<file path="src/rtl/sum_latch_pkg.sv">
// Shared definitions for the sum-latch UART sequencer.
//   state_e     : sequencer states
//   FRAME_BITS  : UART 8N1 frame length (start + 8 data + stop)
//   OP_W/SUM_W  : operand and sum widths of the external adder
package sum_latch_pkg;

  localparam int unsigned FRAME_BITS = 10;
  localparam int unsigned OP_W       = 4;
  localparam int unsigned SUM_W      = 5;

  typedef enum logic [2:0] {
    IDLE,
    ADD,
    SEND_OPS,
    WAIT_OPS,
    SEND_SUM,
    WAIT_SUM,
    DONE
  } state_e;

endpackage

</file>
<file path="src/rtl/sum_latch_uart_ctrl_uart_tx.sv">
// UART 8N1 transmitter.
//   clk, rst  : clock, synchronous active-high reset
//   tx_start  : load tx_data and begin a frame (ignored while busy)
//   tx_data   : byte to send, LSB first
//   txd       : registered serial output, idle high
//   tx_busy   : frame in progress
//   tx_done   : high in the last cycle of the stop bit
module uart_tx_8n1
  import sum_latch_pkg::*;
#(
  parameter int unsigned CLKS_PER_BIT = 87
) (
  input  logic       clk,
  input  logic       rst,
  input  logic       tx_start,
  input  logic [7:0] tx_data,
  output logic       txd,
  output logic       tx_busy,
  output logic       tx_done
);

  localparam int unsigned CNT_W = $clog2(CLKS_PER_BIT);
  localparam int unsigned IDX_W = $clog2(FRAME_BITS);
  localparam logic [CNT_W-1:0] BAUD_LAST = CNT_W'(CLKS_PER_BIT - 1);
  localparam logic [IDX_W-1:0] IDX_LAST  = IDX_W'(FRAME_BITS - 1);

  logic [FRAME_BITS-1:0] frame_q;
  logic [CNT_W-1:0]      baud_q;
  logic [IDX_W-1:0]      idx_q;
  logic                  active_q;
  logic                  txd_q;
  logic                  bit_end;

  assign bit_end = active_q && (baud_q == BAUD_LAST);

  // frame_q[0] always holds the bit currently on the line; shifting in ones
  // keeps the line high once the stop bit has been consumed.
  always_ff @(posedge clk) begin
    if (rst) begin
      frame_q  <= '1;
      baud_q   <= '0;
      idx_q    <= '0;
      active_q <= 1'b0;
      txd_q    <= 1'b1;
    end else if (tx_start && !active_q) begin
      frame_q  <= {1'b1, tx_data, 1'b0};
      baud_q   <= '0;
      idx_q    <= '0;
      active_q <= 1'b1;
      txd_q    <= 1'b0;
    end else if (active_q) begin
      if (bit_end) begin
        baud_q <= '0;
        if (idx_q == IDX_LAST) begin
          active_q <= 1'b0;
          idx_q    <= '0;
          txd_q    <= 1'b1;
        end else begin
          idx_q   <= idx_q + 1'b1;
          frame_q <= {1'b1, frame_q[FRAME_BITS-1:1]};
          txd_q   <= frame_q[1];
        end
      end else begin
        baud_q <= baud_q + 1'b1;
      end
    end
  end

  assign txd     = txd_q;
  assign tx_busy = active_q;
  assign tx_done = bit_end && (idx_q == IDX_LAST);

endmodule

</file>
<file path="src/rtl/sum_latch_uart_ctrl.sv">
// Sequencer for the external 4-bit adder: latches operands on start, captures
// the 5-bit sum, then sends {b,a} and {3'b000,sum} as two UART 8N1 frames.
//   clk, rst        : clock, synchronous active-high reset
//   start           : request, sampled only in IDLE
//   a_in, b_in      : operands from pins
//   add_a, add_b    : registered operands to the adder
//   add_sum         : adder result
//   sum_q           : latched sum
//   busy            : high in every state except IDLE
//   done            : one-cycle pulse after the second stop bit
//   uart_txd        : serial line, idle high
module sum_latch_uart_ctrl
  import sum_latch_pkg::*;
#(
  parameter int unsigned CLKS_PER_BIT = 87
) (
  input  logic             clk,
  input  logic             rst,
  input  logic             start,
  input  logic [OP_W-1:0]  a_in,
  input  logic [OP_W-1:0]  b_in,
  output logic [OP_W-1:0]  add_a,
  output logic [OP_W-1:0]  add_b,
  input  logic [SUM_W-1:0] add_sum,
  output logic [SUM_W-1:0] sum_q,
  output logic             busy,
  output logic             done,
  output logic             uart_txd
);

  state_e           state_q;
  logic [OP_W-1:0]  add_a_q;
  logic [OP_W-1:0]  add_b_q;
  logic [SUM_W-1:0] sum_lat_q;
  logic             busy_q;
  logic             done_q;

  logic             tx_start;
  logic [7:0]       tx_data;
  logic             tx_busy;
  logic             tx_done;

  // The send states last one cycle and are only entered with the
  // transmitter idle, so the tx_busy gate never actually suppresses a start.
  assign tx_start = ((state_q == SEND_OPS) || (state_q == SEND_SUM)) && !tx_busy;
  assign tx_data  = (state_q == SEND_OPS) ? {add_b_q, add_a_q} : {3'b000, sum_lat_q};

  always_ff @(posedge clk) begin
    if (rst) begin
      state_q   <= IDLE;
      add_a_q   <= '0;
      add_b_q   <= '0;
      sum_lat_q <= '0;
      busy_q    <= 1'b0;
      done_q    <= 1'b0;
    end else begin
      done_q <= 1'b0;
      case (state_q)
        IDLE: begin
          if (start) begin
            add_a_q <= a_in;
            add_b_q <= b_in;
            busy_q  <= 1'b1;
            state_q <= ADD;
          end
        end
        ADD: begin
          sum_lat_q <= add_sum;
          state_q   <= SEND_OPS;
        end
        SEND_OPS: state_q <= WAIT_OPS;
        WAIT_OPS: if (tx_done) state_q <= SEND_SUM;
        SEND_SUM: state_q <= WAIT_SUM;
        WAIT_SUM: begin
          if (tx_done) begin
            done_q  <= 1'b1;
            state_q <= DONE;
          end
        end
        DONE: begin
          busy_q  <= 1'b0;
          state_q <= IDLE;
        end
        default: begin
          busy_q  <= 1'b0;
          state_q <= IDLE;
        end
      endcase
    end
  end

  uart_tx_8n1 #(
    .CLKS_PER_BIT(CLKS_PER_BIT)
  ) u_tx (
    .clk     (clk),
    .rst     (rst),
    .tx_start(tx_start),
    .tx_data (tx_data),
    .txd     (uart_txd),
    .tx_busy (tx_busy),
    .tx_done (tx_done)
  );

  assign add_a = add_a_q;
  assign add_b = add_b_q;
  assign sum_q = sum_lat_q;
  assign busy  = busy_q;
  assign done  = done_q;

endmodule

</file>
<file path="config.mk">
export PLATFORM = sky130hd
export DESIGN_NAME = sum_latch_uart_ctrl
export DESIGN_NICKNAME = d
export VERILOG_FILES = /design/src/rtl/sum_latch_pkg.sv /design/src/rtl/sum_latch_uart_ctrl_uart_tx.sv /design/src/rtl/sum_latch_uart_ctrl.sv
export SDC_FILE = /design/constraint.sdc
export NUM_CORES = 1
export LEC_CHECK = 0
export BUFFER_PORTS_ARGS = -buffer_cell sky130_fd_sc_hd__clkbuf_2
export CAP_MARGIN = 5
export CORE_AREA = 2 2 67 69
export DETAILED_ROUTE_END_ITERATION = 10
export DIE_AREA = 0 0 69 71
export PLACE_DENSITY = 0.64
export RECOVER_POWER = 100
export SETUP_SLACK_MARGIN = 0.15
export SLEW_MARGIN = 20
export SYNTH_ARGS = -nofsm -noshare
export SYNTH_HDL_FRONTEND = slang
export SYNTH_SLANG_ARGS = --single-unit
</file>
<file path="constraint.sdc">
create_clock -name clk -period 1.9 [get_ports clk]
set_input_delay 0.38 -clock clk [delete_from_list [all_inputs] [get_ports clk]]
set_output_delay 0.38 -clock clk [all_outputs]
set_load 0.05 [all_outputs]
</file>
==> qor.csv, run 1 <==
metric,value,unit
CP arrival,1.72,ns
synthesized flop and latch total,39,
Core Region,4204,um2
die footprint,4899,um2
Antenna Nets Post-Route,0,
Layout Nets,253,
CP Class,reg2reg,
flop2flop setup slack,0.37,ns
I/O pins,32,
Max VDD drop,0.5992,mV
Worst Path Buf+Inv,1,
"leading cell type in the layout, fill and taps excluded",dfxtp_1,
DRT Pass-1 Iters,4,
area grow syn2layout,14.25,%
slowest cell on the critical path,nor3b_4,
initial antenna violation count,0,
Hold Crit Class,in2reg,
Leak,0.7288,nW
# DRC,0,
ys async rst share,0,%
Power Density,830.1,nW/um2
most frequent cells in the layout,"dfxtp_1, nand2_1, nor2_1",
Yosys Warn Count,0,
FMAX,654.3,MHz
final instance area,2047,um2
Worst setup EP type,register,
worst path required time,2.09,ns
DR vias,1489,
Post-synth EDFFs,0,
clk_lat worst skew,0.28,ns
Die X,69,um
simple-gate share of the synthesized area,29.82,%
max_slew headroom,59.85,%
vias per cell,5.170,
clock tree root driver cell,clkbuf_8,
clock sinks,39,
setup TNS,0,ns
Post-Syn Area,1792,um2
post-synthesis sequential area ratio,43.58,%
min Tclk post-route,1.528,ns
GRT Overall Usage,15.79,%
DR WL/cell,12.55,um
"CP delay by family, top",simple AND/OR/NAND/NOR gates,
crit start category,register,
CTS tree,yes,
RSZ-0062 raised after global routing,no,
Max-Cap Viols,0,
postcts setup bufs,0,
antenna cell count,0,
largest family of logic cells by synthesized area,simple AND/OR/NAND/NOR gates,
vias in the first global route,1411,
mux cell area share after synthesis,5.587,%
outcome,"complete, no violations",
first-pass GRT wire length,6.437,mm
complex-gate fraction of the synthesized area,11.87,%
adder-cell share of the synthesized area,1.397,%
Cells after DPL,280,
PortBufs,31,
grt total ovfl,0,
worst slew pin tran,0.6048,ns
endpoints failing hold,0,
placed inst area,1984,um2
Slew Limit Fails,0,
"Setup violations, final",0,
"Period Utilization, post-route",80.44,%
sequence of cells on the critical path,"buf_4, nor3b_4, mux2i_1, a221oi_1",
CTS clock-pin slew for the worst setup and hold paths,0.07,ns
Core Rows,24,
Initial Utilization,42.62,%
routability congestion estimate,0.7220,
total clock buffers created by CTS,5,
pin count of the biggest net entering global routing,20,
post-synth net total,222,
deepest clock path buffer count,2,
CP max stage delay,0.40,ns
Layout Skew,0.002224,ns
DR iter-0 viols,72,
Synth Area per Inst,8.783,um2
total wire length,3.613,mm
Synth Flop Type,dfxtp_1,
XOR/XNOR Fraction of Synth Area,3.911,%
Cells after Synth,204,
share of layout cells above drive strength 1,13.14,%
Die Ht,71,um
H-tree levels,2,
Netlist cell types,43,
WHS,0.3156,ns
Final Non-Filler Cells,288,
HPWL after DPL,2.666,mm
CP Max Fanout,7,
worst reg2reg max path, delay by kind of cell (launching register included):
family | cells | cell delay (ns)
and+or+nand+nor | 1 | 0.40
DFF | 1 | 0.39
buffers and inverters | 1 | 0.19
AOI/OAI and AO/OA | 1 | 0.29
muxes | 1 | 0.17
metal layers:
layer  vias to the layer above  GRT usage [%]  routed length (um)
li1                        788              -                   -
met1                       663          21.41                1754
met2                        36          24.89                1637
met3                         2          4.131                 197
met4                         0          4.575                  24
met5                         -              0                   0
where the power goes:
part           internal (W)  total, W  leakage, nW  switching (W)
Combinational     0.0000872  0.000270        0.368       0.000182
Sequential         0.000864  0.000903        0.319      0.0000395
Clock              0.000258  0.000527       0.0422       0.000269
sequential cells by signal (all words and copies together) (netlist names):
register,cells
sum_q,5
state_q,3
add_a,4
done,1
u_tx.baud_q,7
u_tx.frame_q,8
u_tx.txd,1
u_tx.tx_busy,1
add_b,4
u_tx.idx_q,4
busy,1
cell type report:
class                   count  area, um2
well taps                  52      65.06
clock inverters             1      5.005
multi-input cells         151      942.2
flip-flops and latches     39      782.0
inverters                   3      11.26
clock buffers               7      76.32
fillers                   441       2157
repair buffers             35      165.2
cells in the mapped netlist, types with 5 or more instances:
| cell type | n | area (um2) |
|---|---|---|
| clkbuf_1 | 5 | 18.77 |
| nor2_1 | 22 | 82.58 |
| a221oi_1 | 5 | 43.79 |
| nor3_1 | 6 | 30.03 |
| mux2i_1 | 10 | 100.1 |
| dfxtp_1 | 39 | 780.8 |
| nand3_1 | 7 | 35.03 |
| nor4_1 | 5 | 31.28 |
| a21oi_1 | 16 | 80.08 |
| nand2_1 | 27 | 101.4 |
final timing paths:
check                                 from         endpoint  depth (start not counted)
worst max-delay path            state_q[2]  u_tx.frame_q[4]                          4
worst min-delay path               b_in[2]         add_b[2]                          3
worst max register to register  state_q[2]  u_tx.frame_q[4]                          4
worst min register to register        busy             busy                          2
what timing repair did:
| action | in CTS | in global routing |
|---|---|---|
| hold buffers | 0 | 0 |
| endpoints found under the setup margin | 0 | 5 |
| gates resized for setup | 0 | 1 |
logic make-up (layout without fill, tap and decap cells):
logic type               Yosys count  in the layout
AO/OA/AOI/OAI                     34             34
adder cells (fa/ha/maj)            2              2
multiplexers                      10             10
flip-flops                        39             39
XOR/XNOR                           8              8
buffers and inverters             14             46
AND/OR/NAND/NOR                   97             97
metrics by stage:
stage               power (W)  utilization [%]  setup slack [ns]
finish               0.001699            48.69            0.3716
global route         0.001779            48.69            0.2124
CTS                  0.001720            49.14            0.2822
detailed placement   0.001198            47.20            0.2886
global placement     0.001198            47.20            0.2978
floorplan            0.001127                -            0.5347
Note: power is estimated with default switching activity, not from simulation.
==> inputs of run 2 (changes only) <==
Settings changed: PLACE_DENSITY 0.64 to 0.67.
Clock period 1.9 ns to 1.23 ns, I/O delays scaled along.
==> qor.csv, run 2 (same netlist as run 1, synthesis figures left out) <==
metric,value,unit
outcome,finished with violations,
failing checks,setup timing,
Power Density,1102,nW/um2
# DRC,0,
endpoints failing hold,0,
CTS clock-pin slew for the worst setup and hold paths,0.08,ns
FF-to-FF End,u_tx.idx_q[1],
CTS tree,yes,
min Tclk post-route,1.396,ns
worst slew pin tran,0.3470,ns
"Power, Total",0.003270,W
Core Rows,24,
Flop pwr share,43.0,%
grt total ovfl,0,
Initial Utilization,42.62,%
Largest Register,u_tx.frame_q,
HPWL after DPL,3.149,mm
initial antenna violation count,0,
hold-critical path depth,3,
combinational group share of total power,22.6,%
min setup slack post-route,-0.1664,ns
max_slew headroom,76.69,%
flop2flop setup slack,-0.17,ns
R2R depth,6,
Hold Crit Class,in2reg,
DR iter-0 viols,45,
Layout Nets,301,
DRT Pass-1 Iters,4,
Net Sw Frac,28.64,%
max reg flops,8,
Layout Skew,0.004770,ns
Die X,69,um
crit start category,register,
"leading cell type in the layout, fill and taps excluded",buf_4,
clock sinks,39,
die footprint,4899,um2
Reg-to-Reg Start,u_tx.baud_q[0],
FMAX,716.1,MHz
WHS,0.1645,ns
"Period Utilization, post-route",113.5,%
Worst setup EP type,register,
Clock power frac,34.4,%
Max VDD drop,0.8010,mV
total wire length,5.392,mm
vias per cell,5.315,
DR WL/cell,16.05,um
Worst Hold End,add_b[1],
DR vias,1786,
antenna cell count,0,
Slew Limit Fails,0,
Leak,1.182,nW
H-tree levels,2,
PortBufs,31,
I/O pins,32,
"Setup violations, final",33,
Core Region,4204,um2
Max-Cap Viols,0,
clock tree root driver cell,clkbuf_8,
deepest clock path buffer count,2,
vias in the first global route,1749,
area grow syn2layout,65.64,%
Antenna Nets Post-Route,0,
most frequent cells in the layout,"buf_4, dfxtp_2, nor2_1",
pin count of the biggest net entering global routing,14,
hold_sp,b_in[1],
worst path required time,1.46,ns
clk_lat worst skew,0.29,ns
CP arrival,1.63,ns
P_sw,0.0009364,W
share of layout cells above drive strength 1,60.92,%
CP Max Fanout,5,
CP Class,reg2reg,
GRT Overall Usage,20.07,%
total clock buffers created by CTS,5,
Die Ht,71,um
first-pass GRT wire length,7.914,mm
hold_buf cts,0,
utilization after layout,70.60,%
RSZ-0062 raised after global routing,yes,
Pint,0.002333,W
routability congestion estimate,0.8047,
run 2: cell types whose count changed in the layout (fill, tap and decap cells not counted), sizes merged:
cell | before | now
buf | 4 | 61
clkbuf | 38 | 27
bufinv | 0 | 1
nand2b | 4 | 5
run 2: area by class of cell:
cell class / count / area (um2)
Clock buffer: 6 / 82.58
Clock inverter: 2 / 35.03
Fill cell: 287 / 1236
Inverter: 3 / 11.26
Multi-Input combinational cell: 152 / 1229
Sequential cell: 39 / 830.8
Tap cell: 52 / 65.06
Timing Repair Buffer: 82 / 714.4
run 2: what timing repair did:
| item | CTS | global route |
|---|---|---|
| endpoints found under the hold margin | 0 | 0 |
| buffers inserted | 6 | 7 |
| pin swaps | 7 | 19 |
| gates cloned | 0 | 1 |
| resized for setup | 72 | 72 |
| endpoints found under the setup margin | 55 | 54 |
run 2: worst max-delay path: stages (launching register included):
cell     delay (ns)
dfxtp_2        0.33
inv_2          0.07
ha_4           0.13
and3b_2        0.26
nand3_2        0.10
or3_1          0.33
a21oi_2        0.11
run 2: power groups by stage:
stage	logic, W	registers [W]	clock network, W
final	0.000740	0.00141	0.00112
after floorplan	0.000252	0.00152	0
after detailed placement	0.000547	0.00141	0
after global placement	0.000542	0.00141	0
after CTS	0.000651	0.00140	0.00114
after global routing	0.000784	0.00142	0.00119
run 2: metrics by stage:
stage / std cells / setup TNS (ns) / worst slack (ns) / instance area (um2)
2_1_floorplan: 204 / -0.7878 / -0.1257 / 1863
3_5_place_dp: 314 / -2.486 / -0.1528 / 2332
4_1_cts: 328 / -1.978 / -0.1402 / 2754
6_report: 336 / -2.937 / -0.1664 / 2968
3_3_place_gp: 314 / -1.750 / -0.1281 / 2332
5_1_grt: 336 / -5.140 / -0.2685 / 2968
run 2: worst max-delay path by stage:
stage / start / end / slack (ns) / depth (start not counted)
3_5_place_dp: u_tx.baud_q[0] / u_tx.frame_q[4] / -0.15 / 6
4_1_cts: u_tx.baud_q[0] / state_q[0] / -0.14 / 5
3_3_place_gp: u_tx.baud_q[0] / u_tx.frame_q[6] / -0.13 / 7
5_1_grt: u_tx.tx_busy / u_tx.frame_q[3] / -0.27 / 5
2_1_floorplan: u_tx.baud_q[0] / u_tx.frame_q[6] / -0.13 / 6
6_report: u_tx.baud_q[0] / u_tx.idx_q[1] / -0.17 / 6
run 2: routing by layer:
metal / global-route usage (%) / vias to the layer above / share of wire, %
met2: 35.68 / 37 / 53
met4: 7.407 / 0 / 1.1
met5: 0 / - / 0
met1: 23.32 / 859 / 42
met3: 5.128 / 8 / 3.8
li1: - / 882 / -
==> inputs of run 3 (changes only) <==
Settings changed: PLACE_DENSITY 0.67 to 0.7, TNS_END_PERCENT from default to 20.
==> qor.csv, run 3 (same netlist as run 1, synthesis figures left out) <==
metric,value,unit
Largest Register,u_tx.frame_q,
clock sinks,39,
Routed met2 length,2.486,mm
"Period Utilization, post-route",119.8,%
Worst setup EP type,register,
deepest clock path buffer count,2,
initial antenna violation count,0,
min Tclk post-route,1.473,ns
clock tree root driver cell,clkbuf_8,
max_slew headroom,78.60,%
placed inst area,2308,um2
Cells after DPL,316,
hold_buf cts,0,
vias in the first global route,1760,
Die Ht,71,um
HPWL after DPL,3.186,mm
Power Density,1169,nW/um2
Max-Cap Viols,0,
clk_lat worst skew,0.29,ns
routability congestion estimate,0.7762,
Leak,1.139,nW
min setup slack post-route,-0.2431,ns
Antenna Nets Post-Route,0,
pin count of the biggest net entering global routing,14,
WL met1,1.967,mm
CTS tree,yes,
worst path required time,1.40,ns
crit start category,register,
DRT Pass-1 Iters,4,
"Setup violations, final",18,
worst slew pin tran,0.3185,ns
Die X,69,um
# DRC,0,
Slew Limit Fails,0,
final instance area,2865,um2
failing checks,setup timing,
Multi-input gate area,1131,um2
area grow syn2layout,59.92,%
Filler cells,322,
vias per cell,5.316,
Core Rows,24,
total wire length,4.752,mm
Worst Path Buf+Inv,4,
RSZ-0062 raised after global routing,yes,
FMAX,678.8,MHz
DR WL/cell,14.31,um
Hold Crit Class,in2reg,
"CP delay by family, top",buffers and inverters,
antenna cell count,0,
outcome,finished with violations,
total clock buffers created by CTS,5,
CP max stage delay,0.34,ns
CP arrival,1.64,ns
GRT Overall Usage,20.06,%
Final Non-Filler Cells,332,
I/O pins,32,
endpoints failing hold,0,
PortBufs,31,
max reg flops,8,
DR vias,1765,
sequence of cells on the critical path,"inv_2, ha_4, nand3b_1, nor3_4, buf_12, buf_6, buf_4, o21ai_2, nand3_1",
most frequent cells in the layout,"buf_4, nand2_1, dfxtp_2",
Layout Skew,0.007615,ns
H-tree levels,2,
first-pass GRT wire length,7.907,mm
max layer used,met4,
CP Class,reg2reg,
slowest cell on the critical path,dfxtp_2,
share of layout cells above drive strength 1,53.93,%
met3 wire len,228,um
DR iter-0 viols,61,
grt total ovfl,0,
Initial Utilization,42.62,%
CTS clock-pin slew for the worst setup and hold paths,0.08,ns
sequential cell area,815.8,um2
"leading cell type in the layout, fill and taps excluded",buf_4,
Layout Nets,297,
CP Max Fanout,6,
die footprint,4899,um2
utilization after layout,68.15,%
Max VDD drop,1.145,mV
Core Region,4204,um2
run 3: power breakdown:
part           switching (W)  internal (W)
clock network       0.000466      0.000809
registers          0.0000780       0.00134
logic               0.000346      0.000309
run 3: routing by layer:
| layer | global-route usage (%) | vias up |
|---|---|---|
| met1 | 23.31 | 831 |
| li1 | - | 878 |
| met2 | 35.90 | 49 |
| met3 | 5.556 | 7 |
| met4 | 6.318 | 0 |
| met5 | 0 | - |
run 3: final timing paths:
check	start	to	slack [ns]	cells after the start
min reg2reg	busy	busy	0.47	2
max reg2reg	u_tx.baud_q[0]	u_tx.frame_q[8]	-0.24	9
min	b_in[2]	add_b[2]	0.16	3
max	u_tx.baud_q[0]	u_tx.frame_q[8]	-0.24	9
run 3: worst register-to-register path: cells and delay by family (launching register included):
kind | cells | cell delay, ns
adder cells (fa/ha/maj) | 1 | 0.15
flip-flops | 1 | 0.34
buffers and inverters | 4 | 0.43
AO/OA/AOI/OAI | 1 | 0.13
AND/OR/NAND/NOR | 3 | 0.30
run 3: stage by stage:
stage               setup slack, ns  total power [W]  TNS, ns  hold slack, ns
finish                      -0.2431         0.003349   -2.060          0.1591
global route                -0.3013         0.003481   -3.729          0.1609
CTS                         -0.1403         0.003312   -1.479          0.1532
detailed placement          -0.1681         0.001954   -2.935          0.4620
global placement            -0.1214         0.001943   -1.833          0.4499
floorplan                   -0.1279         0.001744  -0.6676          0.3820
run 3: cell type report:
class                   instances  area share (%)
flip-flops and latches         39           28.47
well taps                      52           2.271
clock buffers                   5           2.402
inverters                       3          0.3930
repair buffers                 79           24.63
clock inverters                 3           2.358
multi-input cells             151           39.48
run 3: repair_timing:
| action | 4_1_cts | 5_1_grt |
|---|---|---|
| hold endpoints to repair | 0 | 0 |
| buffers inserted | 5 | 3 |
| gates resized for setup | 81 | 43 |
| setup endpoints to repair | 55 | 54 |
| pin swaps | 12 | 18 |
